File: config.mk
export PLATFORM = sky130hd
export DESIGN_NAME = fle_cfg_param
export DESIGN_NICKNAME = d
export VERILOG_FILES = /design/src/rtl/fle_cfg_pkg.sv /design/src/rtl/fle_cfg_chain.sv /design/src/rtl/fle_cfg_param.sv
export SDC_FILE = /design/constraint.sdc
export NUM_CORES = 1
export LEC_CHECK = 0
export ABC_AREA = 1
export CAP_MARGIN = 5
export CORE_ASPECT_RATIO = 0.7
export CORE_MARGIN = 1
export CORE_UTILIZATION = 45
export CTS_BUF_LIST = sky130_fd_sc_hd__clkbuf_8
export CTS_CLUSTER_DIAMETER = 200
export CTS_CLUSTER_SIZE = 8
export DETAILED_ROUTE_END_ITERATION = 10
export PLACE_DENSITY = 0.69
export SLEW_MARGIN = 20
export SYNTH_ARGS = -nofsm -noshare
export SYNTH_HDL_FRONTEND = slang
export SYNTH_SLANG_ARGS = --single-unit
export TNS_END_PERCENT = 5
File: constraint.sdc
create_clock -name clk -period 3 [get_ports clk]
set_clock_uncertainty 0.15 [all_clocks]
set_input_delay 0.75 -clock clk [delete_from_list [all_inputs] [get_ports clk]]
set_output_delay 0.75 -clock clk [all_outputs]
set_load 0.005 [all_outputs]
File: src/rtl/fle_cfg_pkg.sv
// Shared configuration layout for the fracturable logic element (FLE).
// Control fields sit directly above the 2^K-bit LUT memory.
package fle_cfg_pkg;

  localparam int unsigned K_DEFAULT     = 4;
  localparam int unsigned CTRL_BITS     = 4;
  localparam int unsigned FRAC_OFS      = 0;
  localparam int unsigned OUT0_REG_OFS  = 1;
  localparam int unsigned OUT1_REG_OFS  = 2;
  localparam int unsigned REGIN_SEL_OFS = 3;

  function automatic int unsigned cfg_bits(input int unsigned k);
    return (32'd1 << k) + CTRL_BITS;
  endfunction

  typedef struct packed {
    logic                         regin_sel;
    logic                         out1_reg;
    logic                         out0_reg;
    logic                         frac;
    logic [(1<<K_DEFAULT)-1:0]    mem;
  } fle_cfg_t;

endpackage

File: src/rtl/fle_cfg_chain.sv
// Serial config chain: shadow shifter, shift counter, commit to active, ok/err pulses.
// FLE_CFG_PARITY_EN adds a trailing even-parity bit to the shadow (not copied to active).
module fle_cfg_chain
  import fle_cfg_pkg::*;
#(
  parameter int unsigned CFG_BITS = cfg_bits(K_DEFAULT)
) (
  input  logic                clk,
  input  logic                rst_n,
  input  logic                i_head,
  input  logic                i_en,
  input  logic                i_commit,
  output logic [CFG_BITS-1:0] o_active,
  output logic                o_tail,
  output logic                o_ok,
  output logic                o_err
);

`ifdef FLE_CFG_PARITY_EN
  localparam int unsigned PAR_BITS = 1;
`else
  localparam int unsigned PAR_BITS = 0;
`endif

  localparam int unsigned SH_BITS = CFG_BITS + PAR_BITS;
  localparam int unsigned CNT_MAX = CFG_BITS + 1;
  localparam int unsigned CNT_W   = $clog2(CNT_MAX + 1);
  localparam logic [CNT_W-1:0] CNT_SAT = CNT_W'(CNT_MAX);
  localparam logic [CNT_W-1:0] CNT_REQ = CNT_W'(SH_BITS);

  logic [SH_BITS-1:0]  r_shadow;
  logic [CNT_W-1:0]    r_cnt;
  logic [CFG_BITS-1:0] r_active;
  logic                r_tail;
  logic                r_ok;
  logic                r_err;
  logic                w_par_ok;
  logic                w_accept;

`ifdef FLE_CFG_PARITY_EN
  assign w_par_ok = ~(^r_shadow);
`else
  assign w_par_ok = 1'b1;
`endif

  assign w_accept = (r_cnt == CNT_REQ) && w_par_ok;

  always_ff @(posedge clk or negedge rst_n) begin
    if (!rst_n) begin
      r_shadow <= '0;
      r_cnt    <= '0;
      r_active <= '0;
      r_tail   <= 1'b0;
      r_ok     <= 1'b0;
      r_err    <= 1'b0;
    end else begin
      r_tail <= r_shadow[SH_BITS-1];
      r_ok   <= 1'b0;
      r_err  <= 1'b0;
      if (i_en) begin
        // A commit presented alongside a shift is dropped.
        r_shadow <= {r_shadow[SH_BITS-2:0], i_head};
        if (r_cnt != CNT_SAT) begin
          r_cnt <= r_cnt + 1'b1;
        end
      end else if (i_commit) begin
        r_cnt <= '0;
        if (w_accept) begin
          r_active <= r_shadow[SH_BITS-1 -: CFG_BITS];
          r_ok     <= 1'b1;
        end else begin
          r_err <= 1'b1;
        end
      end
    end
  end

  assign o_active = r_active;
  assign o_tail   = r_tail;
  assign o_ok     = r_ok;
  assign o_err    = r_err;

endmodule

File: src/rtl/fle_cfg_param.sv
// Fracturable K-input LUT logic element with two output flops and a serial config chain.
// Optional build macro: FLE_CFG_PARITY_EN (parity-protected chain, see fle_cfg_chain).
module fle_cfg_param
  import fle_cfg_pkg::*;
#(
  parameter int unsigned K = 4
) (
  input  logic         clk,
  input  logic         rst_n,
  input  logic [K-1:0] fle_in,
  input  logic         fle_regin,
  input  logic         fle_sc_in,
  input  logic         Test_en,
  input  logic         ccff_head,
  input  logic         cfg_en,
  input  logic         cfg_commit,
  output logic [1:0]   fle_out,
  output logic         fle_regout,
  output logic         fle_sc_out,
  output logic         ccff_tail,
  output logic         cfg_ok,
  output logic         cfg_err
);

  localparam int unsigned LUT_BITS = 1 << K;
  localparam int unsigned CFG_BITS = cfg_bits(K);

  logic [CFG_BITS-1:0] w_active;
  logic [LUT_BITS-1:0] w_mem;
  logic                w_frac;
  logic                w_out0_reg;
  logic                w_out1_reg;
  logic                w_regin_sel;
  logic [K-1:0]        w_idx0;
  logic [K-1:0]        w_idx1;
  logic                w_lut0;
  logic                w_lut1;
  logic                w_d0;
  logic                w_d1;
  logic                r_ff0;
  logic                r_ff1;

  fle_cfg_chain #(
    .CFG_BITS(CFG_BITS)
  ) u_chain (
    .clk      (clk),
    .rst_n    (rst_n),
    .i_head   (ccff_head),
    .i_en     (cfg_en),
    .i_commit (cfg_commit),
    .o_active (w_active),
    .o_tail   (ccff_tail),
    .o_ok     (cfg_ok),
    .o_err    (cfg_err)
  );

  assign w_mem       = w_active[LUT_BITS-1:0];
  assign w_frac      = w_active[LUT_BITS + FRAC_OFS];
  assign w_out0_reg  = w_active[LUT_BITS + OUT0_REG_OFS];
  assign w_out1_reg  = w_active[LUT_BITS + OUT1_REG_OFS];
  assign w_regin_sel = w_active[LUT_BITS + REGIN_SEL_OFS];

  // Fractured mode splits the memory into two (K-1)-input halves; the top input is unused.
  always_comb begin
    w_idx0 = fle_in;
    w_idx1 = fle_in;
    if (w_frac) begin
      w_idx0 = {1'b0, fle_in[K-2:0]};
      w_idx1 = {1'b1, fle_in[K-2:0]};
    end
    w_lut0 = w_mem[w_idx0];
    w_lut1 = w_mem[w_idx1];
  end

  always_comb begin
    if (Test_en) begin
      w_d0 = fle_sc_in;
      w_d1 = r_ff0;
    end else begin
      w_d0 = w_regin_sel ? fle_regin : w_lut0;
      w_d1 = w_lut1;
    end
  end

  always_ff @(posedge clk or negedge rst_n) begin
    if (!rst_n) begin
      r_ff0 <= 1'b0;
      r_ff1 <= 1'b0;
    end else begin
      r_ff0 <= w_d0;
      r_ff1 <= w_d1;
    end
  end

  assign fle_out[0] = w_out0_reg ? r_ff0 : w_lut0;
  assign fle_out[1] = w_out1_reg ? r_ff1 : w_lut1;
  assign fle_regout = r_ff1;
  assign fle_sc_out = r_ff1;

endmodule
==> results.json, run 1 <==
{
  "synth_edf_count": 0,
  "grt_max_degree": 44,
  "hp-start": "u_chain.r_shadow[19]",
  "fin_area_um2": 2750,
  "dieArea_um2": 5390,
  "postRouteAntennaNets": 0,
  "areaGrowthSynthToFinish_pct": 19.8,
  "crit_path_end_kind": "primary output",
  "nets": 302,
  "worst_slew_pin_slew_ps": 564,
  "drt_pass1_iterations": 4,
  "cts_buffers": 5,
  "wl_mm": 3.92,
  "wl_per_cell_um": 11.0,
  "avgViaCountPerCell": 4.57,
  "grt.total_usage_pct": 17.1,
  "synth_cells": 262,
  "clkTransAtPathRegs_ps": 80,
  "drc": 0,
  "yosysMostFrequentCell": "nand2_1",
  "io_buffers": 18,
  "synthTopCellsByCount": "nand2_1 (61), dfrtp_1 (50), inv_1 (37)",
  "cts_hold_buf": 0,
  "diodes": 0,
  "rsz0062_at_grt": "false",
  "fin_crit_sh_pct": 92.4,
  "syn-num-nets": 277,
  "ys_seq_area_share_pct": 54.5,
  "finalHoldViolations": 0,
  "grt_remaining_overflow": 0,
  "whs_ps": 253,
  "power_density_nw_per_um2": 626,
  "cts_tree": "built",
  "antenna_found_initial": 0,
  "place_area_um2": 2560,
  "ys_types": 23,
  "core_area_um2": 4830,
  "cts.sinks": 50,
  "dr.first_iter.drc_count": 77,
  "via_count": 1633,
  "start_kind": "input pin",
  "htree_levels": 2,
  "die_w_um": 87.4,
  "syn-mean-instance-area_um2": 8.76,
  "max_slew_margin_pct": 62.4,
  "place_congestion": 0.818,
  "clockRootBuffer": "clkbuf_8",
  "nFillCells": 444,
  "ios": 19,
  "max_clock_freq_ghz": 0.361,
  "cts_buffer_depth": 2,
  "drive_above_1_share_pct": 19.4,
  "yosysWarningCount": 0,
  "startpoint": "fle_in[0]",
  "outcome": "finished, final reports clean",
  "finalSetupViolCount": 0,
  "ys_top_cells_by_area": "dfrtp_1 (55%), nand2_1 (10%), inv_1 (6.1%)",
  "final.min_clock_period_ps": 2770,
  "power.leakage_nw": 1.37,
  "slew_violations": 0,
  "worst-path-max-fanout": 9,
  "ys_seq_elements": 50,
  "async_flop_share_pct": 100,
  "worstPathArrival_ps": 1870,
  "fin_cells": 357,
  "grt_pass1_wl_mm": 6.72,
  "synth_ff_type": "dfrtp_1",
  "rr_startpoint": "u_chain.r_cnt[2]",
  "clock_latency_ps": 310,
  "synth.top_cell.area_share_pct": 54.5,
  "dp_hpwl_mm": 2.74,
  "synth_area_um2": 2290,
  "initial_utilization_pct": 47.5,
  "dpl.cell_count": 348,
  "die_y_um": 61.7,
  "min_path_type": "reg -> reg",
  "grt_pass1_vias": 1440,
  "cap_violations": 0,
  "ir_drop_mv": 0.241,
  "critPathKind": "in -> out",
  "critPathRequiredTime_ps": 2100,
  "whs_path_depth": 0,
  "fp-row-count": 21,
  "yosys.area.top_type": "dfrtp_1",
  "r2r_cells": 7
}
critical path, cell delays in order:
cell and delay, ps:
clkbuf_4 160, buf_4 120, nand2_1 40, nand3_1 110
nand3_2 90, buf_4 150, nand3_2 70, nand2_1 50
nand2_1 50, nand2_1 40, dlygate4sd2_1 250
worst paths after layout:
| path | to | slack, ps |
|---|---|---|
| max in group asynchronous | u_chain.r_shadow[13] | 1890 |
| min in group asynchronous | u_chain.o_active[1] | 270 |
| worst max-delay path | fle_out[0] | 230 |
| worst min register to register | u_chain.o_tail | 250 |
| worst min-delay path | u_chain.o_tail | 250 |
| worst max register to register | u_chain.o_active[0] | 1260 |
state kept, by name, summed over array words and instances, names as in the netlist:
register          count
u_chain.o_active     20
u_chain.r_shadow     20
u_chain.r_cnt         5
fle_regout            1
r_ff0                 1
u_chain.o_err         1
u_chain.o_ok          1
u_chain.o_tail        1
area by class of cell:
cell class | count | area [um^2] | share of cell area [%]
clock buffer | 6 | 82.6 | 3.00
sequential | 50 | 1250 | 45.5
tap | 69 | 86.3 | 3.14
timing repair buffer | 28 | 260 | 9.46
inverter | 40 | 150 | 5.46
clock inverter | 2 | 60.1 | 2.18
multi-input combinational | 162 | 860 | 31.3
report_power, final:
group / leakage (nW) / total [W] / switching, W / internal (W)
registers: 0.585 / 0.000836 / 0.0000613 / 0.000774
logic: 0.717 / 0.000307 / 0.000170 / 0.000137
clock network: 0.0714 / 0.000579 / 0.000223 / 0.000355
placed cells by master (no fill, tap or decap):
cell             instances
nand2_1                 61
dfrtp_1                 50
inv_1                   37
nor2_1                  22
o21ai_2                 15
o21ai_0                 13
a21oi_1                 12
clkdlybuf4s50_1         11
nand3_1                  9
buf_4                    9
nand2_2                  7
nand3_2                  6
o21ai_1                  6
clkbuf_8                 6
inv_2                    3
ha_1                     3
nor2_2                   2
bufinv_16                2
clkbuf_4                 2
dlygate4sd2_1            2
dlymetal6s2s_1           2
nor3_4                   1
nor2_8                   1
nor3_1                   1
xnor2_1                  1
o22ai_1                  1
and3_1                   1
buf_2                    1
buf_12                   1
logic make-up after synthesis:
group | Yosys count | share of synthesized area (%)
compound gates | 47 | 12.6
buf+inv | 50 | 9.70
xor+xnor | 1 | 0.382
flops | 50 | 54.5
simple gates | 111 | 21.2
fa+ha+maj | 3 | 1.64
timing repair:
action	4_1_cts	5_1_grt
gates resized for setup	16	8
setup buffers	0	1
setup endpoints to repair	2	1
pin swaps	2	4
per-layer routing:
metal	vias to the layer above	wire length, um	track usage, %
met5	-	0	0
met4	0	89	8.43
met3	8	208	5.15
met2	36	1560	23.7
met1	719	2060	24.7
li1	870	-	-
metrics by stage:
stage          setup slack, ps  total power (W)  utilization [%]  setup TNS (ps)
3_5_place_dp              -506          0.00115             53.0            -977
2_1_floorplan              682          0.00104                -               0
6_report                   227          0.00172             56.9               0
4_1_cts                  -1.20          0.00173             56.1           -1.20
3_3_place_gp              -454          0.00114             53.0            -883
5_1_grt                    139          0.00182             56.9               0
Note: power is estimated with default switching activity, not from simulation.
==> inputs of run 2 (changes only) <==
Settings changed: CELL_PAD_IN_SITES_DETAIL_PLACEMENT from default to 0, CELL_PAD_IN_SITES_GLOBAL_PLACEMENT from default to 1, CORE_UTILIZATION 45 to 49, PLACE_DENSITY 0.69 to 0.92, SLEW_MARGIN 20 to default.
==> run 2 against run 1 <==
Cell count fell by 3.6%. Design area down 2.5%. Via count down 1.8%. Combinational power decreased by 2%. Non-clock buffer count increased by 1. Total power shrank 6.6%. Setup slack worse by 150 ps. Register-to-register slack improved by 50 ps.
==> results.json, run 2 (same netlist as run 1, synthesis figures left out) <==
{
  "core_area_um2": 4400,
  "total_power_w": 0.00161,
  "dp_hpwl_mm": 2.88,
  "critPathKind": "in -> out",
  "grt.total_usage_pct": 18.3,
  "ir_drop_mv": 0.388,
  "drt_pass1_iterations": 4,
  "critPathRequiredTime_ps": 2100,
  "via_count": 1603,
  "internal-power_w": 0.00116,
  "worst-path-stages": 10,
  "outcome": "finished, final reports clean",
  "postRouteAntennaNets": 0,
  "areaGrowthSynthToFinish_pct": 16.8,
  "r2r_cells": 7,
  "crit_path_frequent_cell": "nand2_1",
  "startpoint": "fle_in[0]",
  "cts_buffer_depth": 2,
  "switching_power_w": 0.000447,
  "worst_slack_ps": 72.4,
  "post-route-util_pct": 60.9,
  "die_y_um": 59.3,
  "swShare_pct": 27.8,
  "power_density_nw_per_um2": 600,
  "start_kind": "input pin",
  "layout_common_cells": "nand2_1 (61), dfrtp_1 (50), inv_1 (37), nor2_1 (22), o21ai_2 (15)",
  "initial_utilization_pct": 52.1,
  "grt_max_degree": 44,
  "final.min_clock_period_ps": 2930,
  "cts_setup_buffers": 0,
  "clockPowerShare_pct": 29.2,
  "endpoint": "fle_out[1]",
  "fin_crit_sh_pct": 97.6,
  "final_common_cell": "nand2_1",
  "crit_buf_inv": 3,
  "drive_above_1_share_pct": 18.7,
  "io_buffers": 18,
  "power.leakage_nw": 1.35,
  "rsz0062_at_grt": "true",
  "cts_tree": "built",
  "preCtsSetupSlack_ps": -530,
  "wl_per_cell_um": 11.1,
  "cap_violations": 0,
  "whs_ps": 196,
  "die_w_um": 83.8,
  "diodes": 0,
  "fin_cells": 344,
  "place_congestion": 0.820,
  "clockRootBuffer": "clkbuf_8",
  "dr.first_iter.drc_count": 62,
  "worst_slew_pin_slew_ps": 377,
  "slew_violations": 0,
  "cts.sinks": 50,
  "max_slew_margin_pct": 74.9,
  "wl_mm": 3.83,
  "crit_family": "buffers and inverters",
  "grt_pass1_vias": 1564,
  "fp-row-count": 20,
  "htree_levels": 2,
  "ios": 19,
  "crit_path_end_kind": "primary output",
  "finalHoldViolations": 0,
  "avgViaCountPerCell": 4.66,
  "grt_remaining_overflow": 0,
  "clock_latency_ps": 300,
  "finalSetupViolCount": 0,
  "dieArea_um2": 4960,
  "rr_startpoint": "u_chain.r_cnt[0]",
  "pwr-share-seq_pct": 52.0,
  "min_path_type": "in -> async",
  "cts_buffers": 5,
  "nFillCells": 383,
  "r2r_slack_ps": 1310,
  "antenna_found_initial": 0,
  "critPathSlowestCell": "clkdlybuf4s50_1",
  "r2r_end": "u_chain.o_active[19]",
  "drc": 0,
  "worst-path-max-fanout": 11,
  "nets": 303,
  "clkTransAtPathRegs_ps": 100,
  "max_clock_freq_ghz": 0.342,
  "slowest_delay_ps": 490,
  "grt_pass1_wl_mm": 7.00,
  "worstPathArrival_ps": 2030,
  "path_cells": "buf_4 -> buf_4 -> nand2_1 -> nand2_1 -> nand3_2 -> nand2_1 -> o21ai_2 -> nand2_1 -> nand2_1 -> clkdlybuf4s50_1",
  "dpl.cell_count": 336,
  "comb_power_share_pct": 18.8
}
-- run 2: cell types whose count changed in the layout (fill, tap and decap cells not counted), sizes merged --
cell           before  now
buf                11   13
bufinv              2    1
clkbuf              8    6
clkdlybuf4s50      11   12
clkinv              0    1
dlymetal6s2s        2    1
inv                40   41
-- run 2: layer usage --
layer	wire [um]	vias to the layer above	GRT usage (%)	part of all wire, %
li1	-	864	-	-
met1	2130	712	26.0	55
met2	1540	25	29.0	40
met3	140	2	3.90	3.7
met4	27	0	5.08	0.70
met5	0	-	0	0
-- run 2: final cells by class --
class	instances	area, um^2	share of cell area, %
Clock buffer	5	68.8	2.57
Clock inverter	3	43.8	1.63
Inverter	40	150	5.60
Multi-Input combinational cell	162	845	31.5
Sequential cell	50	1250	46.7
Tap cell	55	68.8	2.57
Timing Repair Buffer	29	253	9.43
-- run 2: timing repair --
item,4_1_cts,5_1_grt
hold buffers,0,0
gates resized for setup,14,6
hold endpoints to repair,0,0
setup endpoints to repair,2,2
pin swaps,2,0
-- run 2: worst min path at each step --
stage | slack, ps | end | cells after the start | from
finish | 200 | u_chain.o_active[1] | 1 | rst_n
global route | 220 | u_chain.r_shadow[0] | 1 | rst_n
floorplan | 220 | u_chain.o_tail | 0 | u_chain.r_shadow[19]
detailed placement | 240 | u_chain.o_tail | 0 | u_chain.r_shadow[19]
global placement | 240 | u_chain.o_tail | 0 | u_chain.r_shadow[19]
CTS | 210 | u_chain.o_active[1] | 1 | rst_n
-- run 2: power by group through the flow --
stage	clock, W	sequential [W]	combinational (W)
2_1_floorplan	0	0.000835	0.000202
3_3_place_gp	0	0.000845	0.000298
3_5_place_dp	0	0.000849	0.000303
4_1_cts	0.000482	0.000836	0.000304
5_1_grt	0.000514	0.000849	0.000354
6_report	0.000470	0.000836	0.000302
-- run 2: stage by stage --
step | instance area (um^2) | setup TNS [ps]
2_1_floorplan | 2290 | 0
3_3_place_gp | 2550 | -999
3_5_place_dp | 2550 | -1030
4_1_cts | 2660 | 0
5_1_grt | 2680 | -80.0
6_report | 2680 | 0
